### src/rtl/monster_spawn_scheduler_if.sv
// Spawn handshake bundle between the scheduler (master) and the monster
// instances / game control (slave).
interface monster_spawn_scheduler_if #(
  parameter int NUM_SLOTS = 8
);
  logic                 enable;
  logic [NUM_SLOTS-1:0] monster_done;
  logic                 spawn_ack;
  logic [NUM_SLOTS-1:0] spawn_sel;
  logic                 spawn_valid;
  logic [7:0]           wave_num;

  modport master (
    input  enable,
    input  monster_done,
    input  spawn_ack,
    output spawn_sel,
    output spawn_valid,
    output wave_num
  );

  modport slave (
    output enable,
    output monster_done,
    output spawn_ack,
    input  spawn_sel,
    input  spawn_valid,
    input  wave_num
  );
endinterface

### src/rtl/monster_spawn_scheduler.sv
// Round-robin spawn arbiter with a cooldown between spawns and optional wave
// grouping (macro SPAWN_WAVE_EN adds the PAUSE state, wave_cnt and wave_num).
module monster_spawn_scheduler #(
  parameter int NUM_SLOTS  = 8,
  parameter int COOLDOWN   = 25_000_000,
  parameter int WAVE_SIZE  = 6,
  parameter int WAVE_PAUSE = 100_000_000,
  parameter int CNT_W      = 28
) (
  input  logic                      Clk,
  input  logic                      Reset,
  monster_spawn_scheduler_if.master bus
);

  localparam int IDX_W = (NUM_SLOTS > 1) ? $clog2(NUM_SLOTS) : 1;
  localparam logic [CNT_W-1:0] COOL_LAST = CNT_W'(COOLDOWN - 1);

`ifdef SPAWN_WAVE_EN
  localparam int WCNT_W = (WAVE_SIZE > 1) ? $clog2(WAVE_SIZE) : 1;
  localparam logic [CNT_W-1:0]  PAUSE_LAST = CNT_W'(WAVE_PAUSE - 1);
  localparam logic [WCNT_W-1:0] WAVE_LAST  = WCNT_W'(WAVE_SIZE - 1);

  typedef enum logic [1:0] {
    ST_COOL  = 2'd0,
    ST_READY = 2'd1,
    ST_GRANT = 2'd2,
    ST_PAUSE = 2'd3
  } state_t;

  logic [WCNT_W-1:0] wave_cnt_q, wave_cnt_d;
  logic [7:0]        wave_num_q, wave_num_d;
`else
  typedef enum logic [1:0] {
    ST_COOL  = 2'd0,
    ST_READY = 2'd1,
    ST_GRANT = 2'd2
  } state_t;

  // Wave parameters have no effect in this build.
  logic unused_wave_cfg;
  assign unused_wave_cfg = (WAVE_SIZE > 0) && (WAVE_PAUSE > 0);
`endif

  state_t               state_q, state_d;
  logic [CNT_W-1:0]     cnt_q, cnt_d;
  logic [IDX_W-1:0]     rr_ptr_q, rr_ptr_d;
  logic [IDX_W-1:0]     gidx_q, gidx_d;
  logic [NUM_SLOTS-1:0] sel_q, sel_d;
  logic                 valid_q, valid_d;

  logic                 pick_found;
  logic [IDX_W-1:0]     pick_idx;
  logic [IDX_W-1:0]     ptr_after;

  // First set done bit at or after rr_ptr, wrapping modulo NUM_SLOTS.
  always_comb begin
    int idx;
    idx        = 0;
    pick_found = 1'b0;
    pick_idx   = '0;
    for (int k = 0; k < NUM_SLOTS; k++) begin
      idx = int'(rr_ptr_q) + k;
      if (idx >= NUM_SLOTS) idx = idx - NUM_SLOTS;
      if (!pick_found && bus.monster_done[IDX_W'(idx)]) begin
        pick_found = 1'b1;
        pick_idx   = IDX_W'(idx);
      end
    end
  end

  assign ptr_after = (int'(gidx_q) == NUM_SLOTS - 1) ? '0 : gidx_q + 1'b1;

  always_comb begin
    state_d  = state_q;
    cnt_d    = cnt_q;
    rr_ptr_d = rr_ptr_q;
    gidx_d   = gidx_q;
    sel_d    = sel_q;
    valid_d  = valid_q;
`ifdef SPAWN_WAVE_EN
    wave_cnt_d = wave_cnt_q;
    wave_num_d = wave_num_q;
`endif

    case (state_q)
      ST_COOL: begin
        if (bus.enable) begin
          if (cnt_q == COOL_LAST) begin
            state_d = ST_READY;
            cnt_d   = '0;
          end else begin
            cnt_d = cnt_q + 1'b1;
          end
        end
      end

      ST_READY: begin
        if (bus.enable && pick_found) begin
          sel_d   = NUM_SLOTS'(1) << pick_idx;
          valid_d = 1'b1;
          gidx_d  = pick_idx;
          state_d = ST_GRANT;
        end
      end

      // A grant is only ever closed by the ack, never by enable or done.
      ST_GRANT: begin
        if (bus.spawn_ack) begin
          sel_d    = '0;
          valid_d  = 1'b0;
          rr_ptr_d = ptr_after;
          cnt_d    = '0;
`ifdef SPAWN_WAVE_EN
          if (wave_cnt_q == WAVE_LAST) begin
            wave_cnt_d = '0;
            wave_num_d = (wave_num_q == 8'hFF) ? wave_num_q : wave_num_q + 8'd1;
            state_d    = ST_PAUSE;
          end else begin
            wave_cnt_d = wave_cnt_q + 1'b1;
            state_d    = ST_COOL;
          end
`else
          state_d = ST_COOL;
`endif
        end
      end

`ifdef SPAWN_WAVE_EN
      // The pause stands in for the cooldown before the next wave.
      ST_PAUSE: begin
        if (bus.enable) begin
          if (cnt_q == PAUSE_LAST) begin
            state_d = ST_READY;
            cnt_d   = '0;
          end else begin
            cnt_d = cnt_q + 1'b1;
          end
        end
      end
`endif

      default: begin
        state_d = ST_COOL;
        cnt_d   = '0;
      end
    endcase
  end

  always_ff @(posedge Clk) begin
    if (Reset) begin
      state_q  <= ST_COOL;
      cnt_q    <= '0;
      rr_ptr_q <= '0;
      gidx_q   <= '0;
      sel_q    <= '0;
      valid_q  <= 1'b0;
`ifdef SPAWN_WAVE_EN
      wave_cnt_q <= '0;
      wave_num_q <= '0;
`endif
    end else begin
      state_q  <= state_d;
      cnt_q    <= cnt_d;
      rr_ptr_q <= rr_ptr_d;
      gidx_q   <= gidx_d;
      sel_q    <= sel_d;
      valid_q  <= valid_d;
`ifdef SPAWN_WAVE_EN
      wave_cnt_q <= wave_cnt_d;
      wave_num_q <= wave_num_d;
`endif
    end
  end

  assign bus.spawn_sel   = sel_q;
  assign bus.spawn_valid = valid_q;
`ifdef SPAWN_WAVE_EN
  assign bus.wave_num    = wave_num_q;
`else
  assign bus.wave_num    = 8'd0;
`endif

endmodule

### src/flat_wrapper.sv
// flat-port wrapper written by rule: the top's interface ports become plain ports
module monster_spawn_scheduler_flat 
#(
  parameter int NUM_SLOTS  = 8,
  parameter int COOLDOWN   = 25_000_000,
  parameter int WAVE_SIZE  = 6,
  parameter int WAVE_PAUSE = 100_000_000,
  parameter int CNT_W      = 28
)
  (Clk, Reset, bus_enable, bus_monster_done, bus_spawn_ack, bus_spawn_sel, bus_spawn_valid, bus_wave_num);
  monster_spawn_scheduler_if #(.NUM_SLOTS(NUM_SLOTS)) bus_i ();
  input  logic Clk;
  input  logic Reset;
  input wire logic [$bits(bus_i.enable)-1:0] bus_enable;
  input wire logic [$bits(bus_i.monster_done)-1:0] bus_monster_done;
  input wire logic [$bits(bus_i.spawn_ack)-1:0] bus_spawn_ack;
  output wire logic [$bits(bus_i.spawn_sel)-1:0] bus_spawn_sel;
  output wire logic [$bits(bus_i.spawn_valid)-1:0] bus_spawn_valid;
  output wire logic [$bits(bus_i.wave_num)-1:0] bus_wave_num;
  assign bus_i.enable = bus_enable;
  assign bus_i.monster_done = bus_monster_done;
  assign bus_i.spawn_ack = bus_spawn_ack;
  assign bus_spawn_sel = bus_i.spawn_sel;
  assign bus_spawn_valid = bus_i.spawn_valid;
  assign bus_wave_num = bus_i.wave_num;
  monster_spawn_scheduler #(.NUM_SLOTS(NUM_SLOTS), .COOLDOWN(COOLDOWN), .WAVE_SIZE(WAVE_SIZE), .WAVE_PAUSE(WAVE_PAUSE), .CNT_W(CNT_W)) u_core (.Clk(Clk), .Reset(Reset), .bus(bus_i));
endmodule
### config.mk
export PLATFORM = sky130hd
export DESIGN_NAME = monster_spawn_scheduler_flat
export DESIGN_NICKNAME = d
export VERILOG_FILES = /design/src/rtl/monster_spawn_scheduler_if.sv /design/src/rtl/monster_spawn_scheduler.sv /design/src/flat_wrapper.sv
export SDC_FILE = /design/constraint.sdc
export NUM_CORES = 1
export LEC_CHECK = 0
export BUFFER_PORTS_ARGS = -buffer_cell sky130_fd_sc_hd__buf_2
export CORE_ASPECT_RATIO = 2
export CORE_MARGIN = 10
export CORE_UTILIZATION = 45
export CTS_CLUSTER_SIZE = 8
export DETAILED_ROUTE_END_ITERATION = 8
export GPL_ROUTABILITY_DRIVEN = 0
export SLEW_MARGIN = 0
export SYNTH_ARGS = -nofsm -noshare
export SYNTH_HDL_FRONTEND = slang
export SYNTH_SLANG_ARGS = --single-unit
export TNS_END_PERCENT = 5
### constraint.sdc
create_clock -name Clk -period 10.3 [get_ports Clk]
set_clock_uncertainty 0.05 [all_clocks]
set_input_delay 1.03 -clock Clk [delete_from_list [all_inputs] [get_ports Clk]]
set_output_delay 1.03 -clock Clk [all_outputs]
set_load 0.01 [all_outputs]
==> results of run 1 <==
## power groups by stage
stage	combinational [mW]	sequential (mW)	clock, mW
after floorplan	0.0257	0.179	0
after CTS	0.0351	0.175	0.189
final	0.0355	0.175	0.183
after detailed placement	0.0350	0.179	0
after global routing	0.0387	0.175	0.195
after global placement	0.0349	0.179	0
## how the worst min path moves through the flow
stage and end:
4_1_cts u_core.bus.spawn_sel[4], 3_3_place_gp u_core.bus.spawn_sel[0], 5_1_grt u_core.bus.spawn_sel[4], 3_5_place_dp u_core.bus.spawn_sel[4], 2_1_floorplan u_core.cnt_q[14], 6_report u_core.bus.spawn_sel[7]
## cells in the mapped netlist (10+ instances only)
cell / number
buf_4: 11
nand2_1: 26
nor2_1: 54
nand3_1: 15
xnor2_1: 11
xor2_1: 16
mux2i_1: 13
mux4_2: 10
a21oi_1: 13
dfxtp_1: 45
## routing by layer
metal / vias to the layer above / track usage / wire length (um)
met5: - / 0 / 0
met4: 0 / 0.09184 / 310
met3: 21 / 0.02660 / 308
met2: 61 / 0.2827 / 4329
met1: 1184 / 0.1291 / 2627
li1: 1235 / - / -
## critical path, delay by kind of cell, from the launching register on
family	cells	cell delay [ns]
compound gates	4	1.06
fa+ha+maj	1	0.63
buf+inv	1	0.29
flops	1	0.98
mux	1	0.70
simple gates	3	0.76
## layout make-up
cell class / instances / share of cell area
Clock buffer: 7 / 0.04349
Multi-Input combinational cell: 275 / 0.6017
Timing Repair Buffer: 21 / 0.03281
Sequential cell: 45 / 0.2747
Inverter: 4 / 0.004578
Tap cell: 88 / 0.03358
Clock inverter: 1 / 0.009157
## cell families (layout without fill, tap and decap cells)
kind of cell | count (synthesis) | in the layout | share of synthesized area
other | 1 | 8 | 0.001250
xor gates and xnor gates | 27 | 27 | 0.07881
buffers and inverters | 26 | 33 | 0.05213
muxes | 34 | 34 | 0.1660
DFF | 45 | 45 | 0.3002
adders and majority gates | 5 | 5 | 0.02085
and+or+nand+nor | 140 | 140 | 0.2302
AOI/OAI and AO/OA | 61 | 61 | 0.1505
## cells in the final DEF, fill, tap and decap left out, types with 5 or more instances in the layout
master and n:
a21oi_1 13, a22o_1 9, and2_1 5, and3_1 9
buf_2 20, clkbuf_16 5, conb_1 8, dfxtp_1 45
ha_1 5, mux2_2 9, mux2i_1 13, mux4_2 10
nand2_1 26, nand3_1 15, nor2_1 54, o21ai_0 9
xnor2_1 11, xor2_1 16
## flip-flops by register name (all words and copies together) (netlist names)
register,cells
u_core.bus.spawn_sel,8
u_core.bus.spawn_valid,1
u_core.cnt_q,28
u_core.gidx_q,3
u_core.rr_ptr_q,3
u_core.state_q,2
## through the flow
stage	power, mW	worst slack [ns]	area (um2)	std cells	utilization
after floorplan	0.2048	6.646	3027	346	-
after global placement	0.2141	5.869	3107	433	0.4730
after detailed placement	0.2142	5.757	3107	433	0.4730
after CTS	0.3994	5.748	3279	441	0.4992
after global routing	0.4090	5.403	3279	441	0.4992
final	0.3942	5.710	3279	441	0.4992
==> metrics.txt, run 1 <==
final setup fails 0; Final #Nets 369; fin crit period between 4 and 5 ns; # rows 42; DRC 0; routed vias roughly 2500; # IOs 29; worst min path class reg -> reg; Setup crit end kind register; Crit-path slowest cell dfxtp_1; port bufs 20; max_cap viols 0; r2r startpoint u_core.rr_ptr_q[1]; CTS max path bufs 2; core area 6569 um2; status finished clean; ratio of cells with drive above 1 in the final layout 0.1643; ys flop type dfxtp_1; first-pass GRT wire length about 12000 um; Post-synth EDFFs 0; maximum vdd ir drop 0.1084 mV; clk root buf clkbuf_16; Pwr Density 120.2 nW/um2; r2r setup slk between 5 and 6 ns; total routed wirelength 7576 um; Data required, critical path 10.42 ns; multi-input gate area in the final layout 1973 um2; Worst setup endpoint u_core.bus.spawn_sel[0]; Net Sw Frac 0.2153; vias per cell 5.671; number of global-route vias before repair 2579; cell count after synthesis 339; Overall Global Routing Usage 0.1447; Max Slew Vio Count 0; grt ovf 0; Hold Slack roughly 0.43 ns; Final ANT Viol Nets 0; die area 10530 um2; CTS tree done; synth top area cells dfxtp_1 (30%), mux4_2 (7.5%), nor2_1 (6.8%); Yosys reg bits 45; critical-path cell list inv_1 > ha_1 > mux4_1 > nor2_1 > o211ai_1 > a211o_4 > or4_1 > a22oi_2 > nor2_1 > a22o_1; worst r2r dst u_core.bus.spawn_sel[0]; Worst-path clk slew ~0.060 ns; largest stage delay on the critical path 0.98 ns; FF/Latch Area 900.9 um2; combinational fraction of design power 0.090; Critical Path Source u_core.rr_ptr_q[1]; endpoints failing hold 0; Post-CTS Resized 0; post-synthesis sequential area ratio 0.3003; fmax 217.9 MHz; HP Start u_core.bus.spawn_sel[7]; DP HPWL 5934 um; H-tree lvl count 2; Hold Path Stages 1; Synth async-reset ratio 0; number of buffers created by CTS 5; arrival time at the worst endpoint 4.71 ns; Worst Tran Pin Value 1.046 ns; hold_buf cts 0; Sink Count 45; final setup TNS 0 ns; fillers 621; Clk Latency, worst-skew pair ~0.28 ns; cell area after synthesis between 3000 and 4000 um2; Int Power 0.3093 mW; synth unique cells 57; Wirelength per Cell 17.18 um; Worst setup SP type register; initial core utilization 0.4568; pin count of the biggest net entering global routing 27; crit-path max FO 21; RSZ-0062 raised after global routing false; Worst R2R Path Depth 10; sequential power share 0.445; Die Wd 77.74 um; die span in y between 100 and 150 um; normalized max-slew margin 0.3024; initial antenna violation count 0; Lkg Pwr 1.246 nW; post-CTS setup buffer count 0; initial DRC count between 90 and 100; Psw 0.08488 mW; syn avg cell area 8.851 um2; synth warn 0; clock power share 0.465; post-synth top area share 0.3003; fin crit share 0.4456; Layout area overhead 9.300%; Crit path top cell by count nor2_1; 1st-pass router iterations 4; largest area contributor in the netlist dfxtp_1; Diodes inserted 0; WS Path Type reg -> reg
No activity file was read; power rests on OpenSTA's default activity.
==> run 2, diff against run 1 <==
--- a/config.mk
+++ b/config.mk
@@ -5,6 +5,7 @@
 export SDC_FILE = /design/constraint.sdc
 export NUM_CORES = 1
 export LEC_CHECK = 0
+export ABC_AREA = 1
 export BUFFER_PORTS_ARGS = -buffer_cell sky130_fd_sc_hd__buf_2
 export CORE_ASPECT_RATIO = 2
 export CORE_MARGIN = 10
==> constraint.sdc (replaced) <==
create_clock -name Clk -period 4.3 [get_ports Clk]
set_clock_uncertainty 0.05 [all_clocks]
set_input_delay 0.43 -clock Clk [delete_from_list [all_inputs] [get_ports Clk]]
set_output_delay 0.43 -clock Clk [all_outputs]
set_load 0.01 [all_outputs]
==> run 2 against run 1 <==
Compared with the run above: final cell count increased by 27%; highest routed layer unchanged; die area increased by 2.0%; worst setup slack got worse by 4.3 ns; hold slack got worse by 0.033 ns; largest power group is now registers; critical endpoint unchanged; synthesized area increased by 2.5%; combinational power increased by 100%; fmax increased by 61%; sequential share of layout area decreased by 0.62 points; first-iteration DRC count increased by 99%; critical path depth increased by 5; clock power increased by 120%; clock-buffer cell count decreased by 1.
==> metrics.txt, run 2 <==
total routed wirelength approximately 8000 um; count leader, synth nand2_1; die area 10740 um2; Hold Path Stages 4; vias per cell 5.267; Worst-path clk slew 0.06 ns; Crit path buffers/inverters 2; largest stage delay on the critical path 0.54 ns; Final #Nets 487; fin crit share 0.6633; Worst setup SP type register; # IOs 29; normalized max-slew margin 0.4822; fillers 719; Yosys reg bits 45; grt ovf 0; Die Wd 78.45 um; Synth async-reset ratio 0; post-synthesis sequential area ratio 0.2930; max_cap viols 0; Diodes inserted 0; Top delay family on crit path simple AND/OR/NAND/NOR gates; largest area contributor in the netlist dfxtp_1; post-layout power slightly below 0.9 mW; synth warn 0; final setup TNS 0 ns; ratio of cells with drive above 1 in the final layout 0.1741; r2r startpoint u_core.rr_ptr_q[0]; synth top area cells dfxtp_1 (29%), nand2_1 (10%), nand3_1 (7.2%); Post-CTS Resized 0; worst r2r dst u_core.bus.spawn_sel[0]; Final ANT Viol Nets 0; first-pass GRT wire length 13340 um; Layout area overhead 9.158%; core area roughly 6600 um2; pin count of the biggest net entering global routing 23; clk root buf clkbuf_16; Setup crit end kind register; DP HPWL 6398 um; number of buffers created by CTS 5; CTS max path bufs 2; endpoints failing hold 0; Sink Count 45; FF/Latch Area 900.9 um2; most common cell after layout, fill and taps aside nand2_1; final setup fails 0; syn avg cell area 6.801 um2; hold_buf cts 0; routed vias about 2900; WS Path Type reg -> reg; fmax between 300 and 400 MHz; Crit path top cell by count nand3_1; Crit-path slowest cell dfxtp_1; Max Slew Vio Count 0; cell count after synthesis 452; initial DRC count 191; port bufs 20; max FFs per register 28; status finished clean; maximum vdd ir drop 0.2242 mV; most used cells in the layout excluding fill and tap cells nand2_1 (84), inv_1 (52), nor2_1 (50); top post-synthesis cells by count nand2_1 (84), inv_1 (52), nor2_1 (50); DRC 0; Post-synth EDFFs 0; WHS Endpoint u_core.state_q[1]; multi-input gate area in the final layout 1857 um2; Clk Latency, worst-skew pair 0.29 ns; crit-path max FO 13; r2r setup slk 1.45 ns; Overall Global Routing Usage 0.1530; post-CTS setup buffer count 0; Data required, critical path around 4.5 ns; cell area after synthesis between 3000 and 4000 um2; CTS tree done; worst min path class in -> reg; fin crit period 2.852 ns; 1st-pass router iterations 5; Pwr Density around 260 nW/um2; HP Start bus_spawn_ack; Most flops, register u_core.cnt_q; # rows 42; RSZ-0062 raised after global routing false; Worst R2R Path Depth 15; number of global-route vias before repair approximately 3000; Wirelength per Cell 14.09 um; initial antenna violation count 0; initial core utilization 0.4643; Hold Slack 0.3995 ns; synth unique cells 44; Lkg Pwr 1.369 nW; critical-path cell list inv_4 > ha_1 > inv_2 > nand3_1 > nand2_1 > nand2_1 > nand2_1 > nor2_1 > a21oi_1 > nand3_1 > nor2_1 > nand3_1 > nor2_2 > nand3_1 > a21oi_2; arrival time at the worst endpoint 3.03 ns; post-synth top area share 0.2930; H-tree lvl count 2; ys flop type dfxtp_1; die span in y around 140 um; Worst Tran Pin Value 0.7767 ns
[run 2: cell count changes after synthesis, moves of 10 or more]
cell | previous run | this run
nand3_1 | 15 | 44
xor2_1 | 16 | 5
a21oi_1 | 13 | 27
nand2_2 | 0 | 17
inv_1 | 4 | 52
nand2_1 | 26 | 84
mux4_2 | 10 | 0
mux2i_1 | 13 | 0
[run 2: report_power, final]
group / switching, mW / internal, mW
registers: 0.00150 / 0.418
clock network: 0.164 / 0.231
logic: 0.0516 / 0.0203
total: 0.217 / 0.670
[run 2: per-layer routing]
layer / vias to the layer above / wire length [um] / track usage
met1: 1363 / 2551 / 0.1319
li1: 1510 / - / -
met4: 0 / 238 / 0.07816
met3: 19 / 163 / 0.02365
met5: - / 0 / 0
met2: 52 / 4922 / 0.3171
[run 2: cell type report]
cell class,count,area share
clock buffers,6,0.04139
multi-input cells,338,0.5533
repair buffers,20,0.02983
inverters,60,0.07010
flip-flops and latches,45,0.2685
clock inverters,2,0.004101
well taps,88,0.03281
[run 2: worst reg2reg max path: cells and delay by family (launching register included)]
kind / cells / cell delay, ns
AND/OR/NAND/NOR: 10 / 1.15
flip-flops: 1 / 0.54
adder cells (fa/ha/maj): 1 / 0.43
buffers and inverters: 2 / 0.33
AO/OA/AOI/OAI: 2 / 0.29
[run 2: cells by family after synthesis]
| group | Yosys count | synth area share |
|---|---|---|
| compound gates | 74 | 0.1498 |
| flops | 45 | 0.2930 |
| xor+xnor | 9 | 0.02809 |
| fa+ha+maj | 5 | 0.02035 |
| buf+inv | 76 | 0.1115 |
| simple gates | 242 | 0.3960 |
| other cells | 1 | 0.001220 |
[run 2: worst max path at each step]
stage                                          to          startpoint  slack (ns)  depth (start not counted)
after floorplan           u_core.bus.spawn_sel[0]  u_core.rr_ptr_q[0]        1.88                         17
after global placement    u_core.bus.spawn_sel[0]  u_core.rr_ptr_q[0]        1.53                         15
after detailed placement  u_core.bus.spawn_sel[0]  u_core.rr_ptr_q[0]        1.50                         14
after CTS                 u_core.bus.spawn_sel[0]  u_core.rr_ptr_q[0]        1.47                         14
after global routing      u_core.bus.spawn_sel[5]  u_core.rr_ptr_q[0]        1.23                         15
final                     u_core.bus.spawn_sel[0]  u_core.rr_ptr_q[0]        1.45                         15
[run 2: stage by stage]
step | instance area, um2 | instances | setup WS (ns) | utilization
after CTS | 3356 | 559 | 1.475 | 0.5068
after floorplan | 3100 | 459 | 1.882 | -
after detailed placement | 3203 | 551 | 1.498 | 0.4837
after global routing | 3356 | 559 | 1.226 | 0.5068
after global placement | 3203 | 551 | 1.529 | 0.4837
final | 3356 | 559 | 1.448 | 0.5068
==> run 3, diff against run 2 <==
--- a/config.mk
+++ b/config.mk
@@ -5,7 +5,7 @@
 export SDC_FILE = /design/constraint.sdc
 export NUM_CORES = 1
 export LEC_CHECK = 0
-export ABC_AREA = 1
+export ABC_AREA = 0
 export BUFFER_PORTS_ARGS = -buffer_cell sky130_fd_sc_hd__buf_2
 export CORE_ASPECT_RATIO = 2
 export CORE_MARGIN = 10
@@ -13,6 +13,7 @@
 export CTS_CLUSTER_SIZE = 8
 export DETAILED_ROUTE_END_ITERATION = 8
 export GPL_ROUTABILITY_DRIVEN = 0
+export PLACE_DENSITY = 0.66
 export SLEW_MARGIN = 0
 export SYNTH_ARGS = -nofsm -noshare
 export SYNTH_HDL_FRONTEND = slang
==> constraint.sdc (replaced) <==
create_clock -name Clk -period 2.5 [get_ports Clk]
set_clock_uncertainty 0.05 [all_clocks]
set_input_delay 0.25 -clock Clk [delete_from_list [all_inputs] [get_ports Clk]]
set_output_delay 0.25 -clock Clk [all_outputs]
set_load 0.01 [all_outputs]
==> run 3 against run 2 <==
Compared with the run above: the flow now finishes with violations (setup timing); global-route usage decreased by 0.091 points; clock-buffer cell count rose by 1; routed wire length rose by 3.3%; first-iteration DRC count shrank 35%; via count fell by 5.9%; critical path depth is 5 lower; critical path type unchanged; worst setup slack lost 2.0 ns; flip-flop and latch count did not move; total power increased by 80%; die area down 1.9%; combinational power increased to 2.7 times the previous value; hold slack worse by 0.15 ns.
==> metrics.txt, run 3 (synthesis gave the netlist of run 1 again) <==
CTS max path bufs 2; # IOs 29; # rows 42; Worst setup SP type register; total routed wirelength 8133 um; arrival time at the worst endpoint 3.21 ns; max FFs per register 28; number of global-route vias before repair 2871; initial core utilization 0.4568; maximum vdd ir drop 0.5011 mV; clk root buf clkbuf_16; RSZ-0062 raised after global routing true; fmax 325.4 MHz; most common cell after layout, fill and taps aside buf_4; most used cells in the layout excluding fill and tap cells buf_4 (62), nor2_1 (54), dfxtp_1 (43); Max Slew Vio Count 0; crit-path max FO 9; Wirelength per Cell 16.20 um; Cells after DPL 494; post-layout power 1.598 mW; Final #Nets 430; status finished, violations left; DRC 0; worst min path class in -> reg; failing checks setup timing; Hold Slack 0.2528 ns; finished layout cell area around 3700 um2; Most flops, register u_core.cnt_q; FF/Latch Area 905.9 um2; worst setup margin -0.5736 ns; grt ovf 0; dpl ws -0.6065 ns; Final Util 0.5709; die span in y 135.5 um; vias per cell 5.516; CTS tree done; initial antenna violation count 0; Worst-path clk slew 0.06 ns; ratio of cells with drive above 1 in the final layout 0.3092; die area 10530 um2; Setup crit end kind register; final setup fails 14; WS Path Type reg -> reg; first-pass GRT wire length 12990 um; fin crit share 1.229; Sink Count 45; fin crit period 3.074 ns; fillers 616; final setup TNS -6.493 ns; max_cap viols 0; Layout area overhead 24.98%; multi-input gate area in the final layout between 1500 and 2000 um2; pin count of the biggest net entering global routing 23; r2r startpoint u_core.rr_ptr_q[1]; WHS Endpoint u_core.cnt_q[0]; Pwr Density approximately 430 nW/um2; DP HPWL 6503 um; HP Start Reset; hold_buf cts 0; Clk Latency, worst-skew pair 0.29 ns; routed vias between 2000 and 3000; Final ANT Viol Nets 0; Worst Tran Pin Value 0.5952 ns; initial DRC count 125; port bufs 20; Diodes inserted 0; endpoints failing hold 0; number of buffers created by CTS 5; core area 6569 um2; dpl cell area between 3000 and 4000 um2; Data required, critical path 2.63 ns; H-tree lvl count 2; Non-Filler Instances between 500 and 600; r2r setup slk -0.57 ns; normalized max-slew margin 0.6005; Lkg Pwr roughly 1.5 nW; Die Wd ~80 um; worst r2r dst u_core.bus.spawn_sel[5]; Overall Global Routing Usage 0.1521; Hold Path Stages 2; 1st-pass router iterations 4; Worst R2R Path Depth 10
## run 3: metal layers
layer / GRT usage / wire (um) / up-vias
li1: - / - / 1361
met1: 0.1248 / 2747 / 1313
met2: 0.3007 / 4608 / 67
met3: 0.02660 / 245 / 28
met4: 0.1194 / 531 / 0
met5: 0 / 0 / -
## run 3: area by class of cell
type / instances / area share
flip-flops and latches: 45 / 0.2416
clock buffers: 7 / 0.04071
repair buffers: 82 / 0.1508
multi-input cells: 275 / 0.5309
well taps: 88 / 0.02936
clock inverters: 1 / 0.001335
inverters: 4 / 0.005339
## run 3: worst max-delay path by stage
stage | start | endpoint
after floorplan | u_core.rr_ptr_q[1] | u_core.bus.spawn_sel[0]
after global placement | u_core.rr_ptr_q[0] | u_core.bus.spawn_sel[5]
after detailed placement | u_core.rr_ptr_q[1] | u_core.bus.spawn_sel[5]
after CTS | u_core.rr_ptr_q[1] | u_core.bus.spawn_sel[5]
after global routing | u_core.rr_ptr_q[1] | u_core.bus.spawn_sel[5]
final | u_core.rr_ptr_q[1] | u_core.bus.spawn_sel[5]
## run 3: worst max-delay path: stages, from the launching register on
cell and delay, ns:
dfxtp_4 0.36, inv_6 0.04, ha_4 0.32, mux4_2 0.55, nor2_1 0.11, o211ai_1 0.12
a211o_4 0.37, or4_4 0.48, a22oi_2 0.26, nor2b_1 0.10, a22o_1 0.20
## run 3: timing repair
item                                    4_1_cts  5_1_grt
pin swaps                                     2        0
buffers inserted                              0        0
endpoints found under the setup margin       14       14
hold endpoints to repair                      0        0
resized for setup                             4        1
## run 3: report_power, final
group / internal, mW / switching [mW] / total (mW)
sequential: 0.719 / 0.00290 / 0.722
combinational: 0.0884 / 0.103 / 0.192
clock: 0.423 / 0.262 / 0.684
total: 1.23 / 0.368 / 1.60
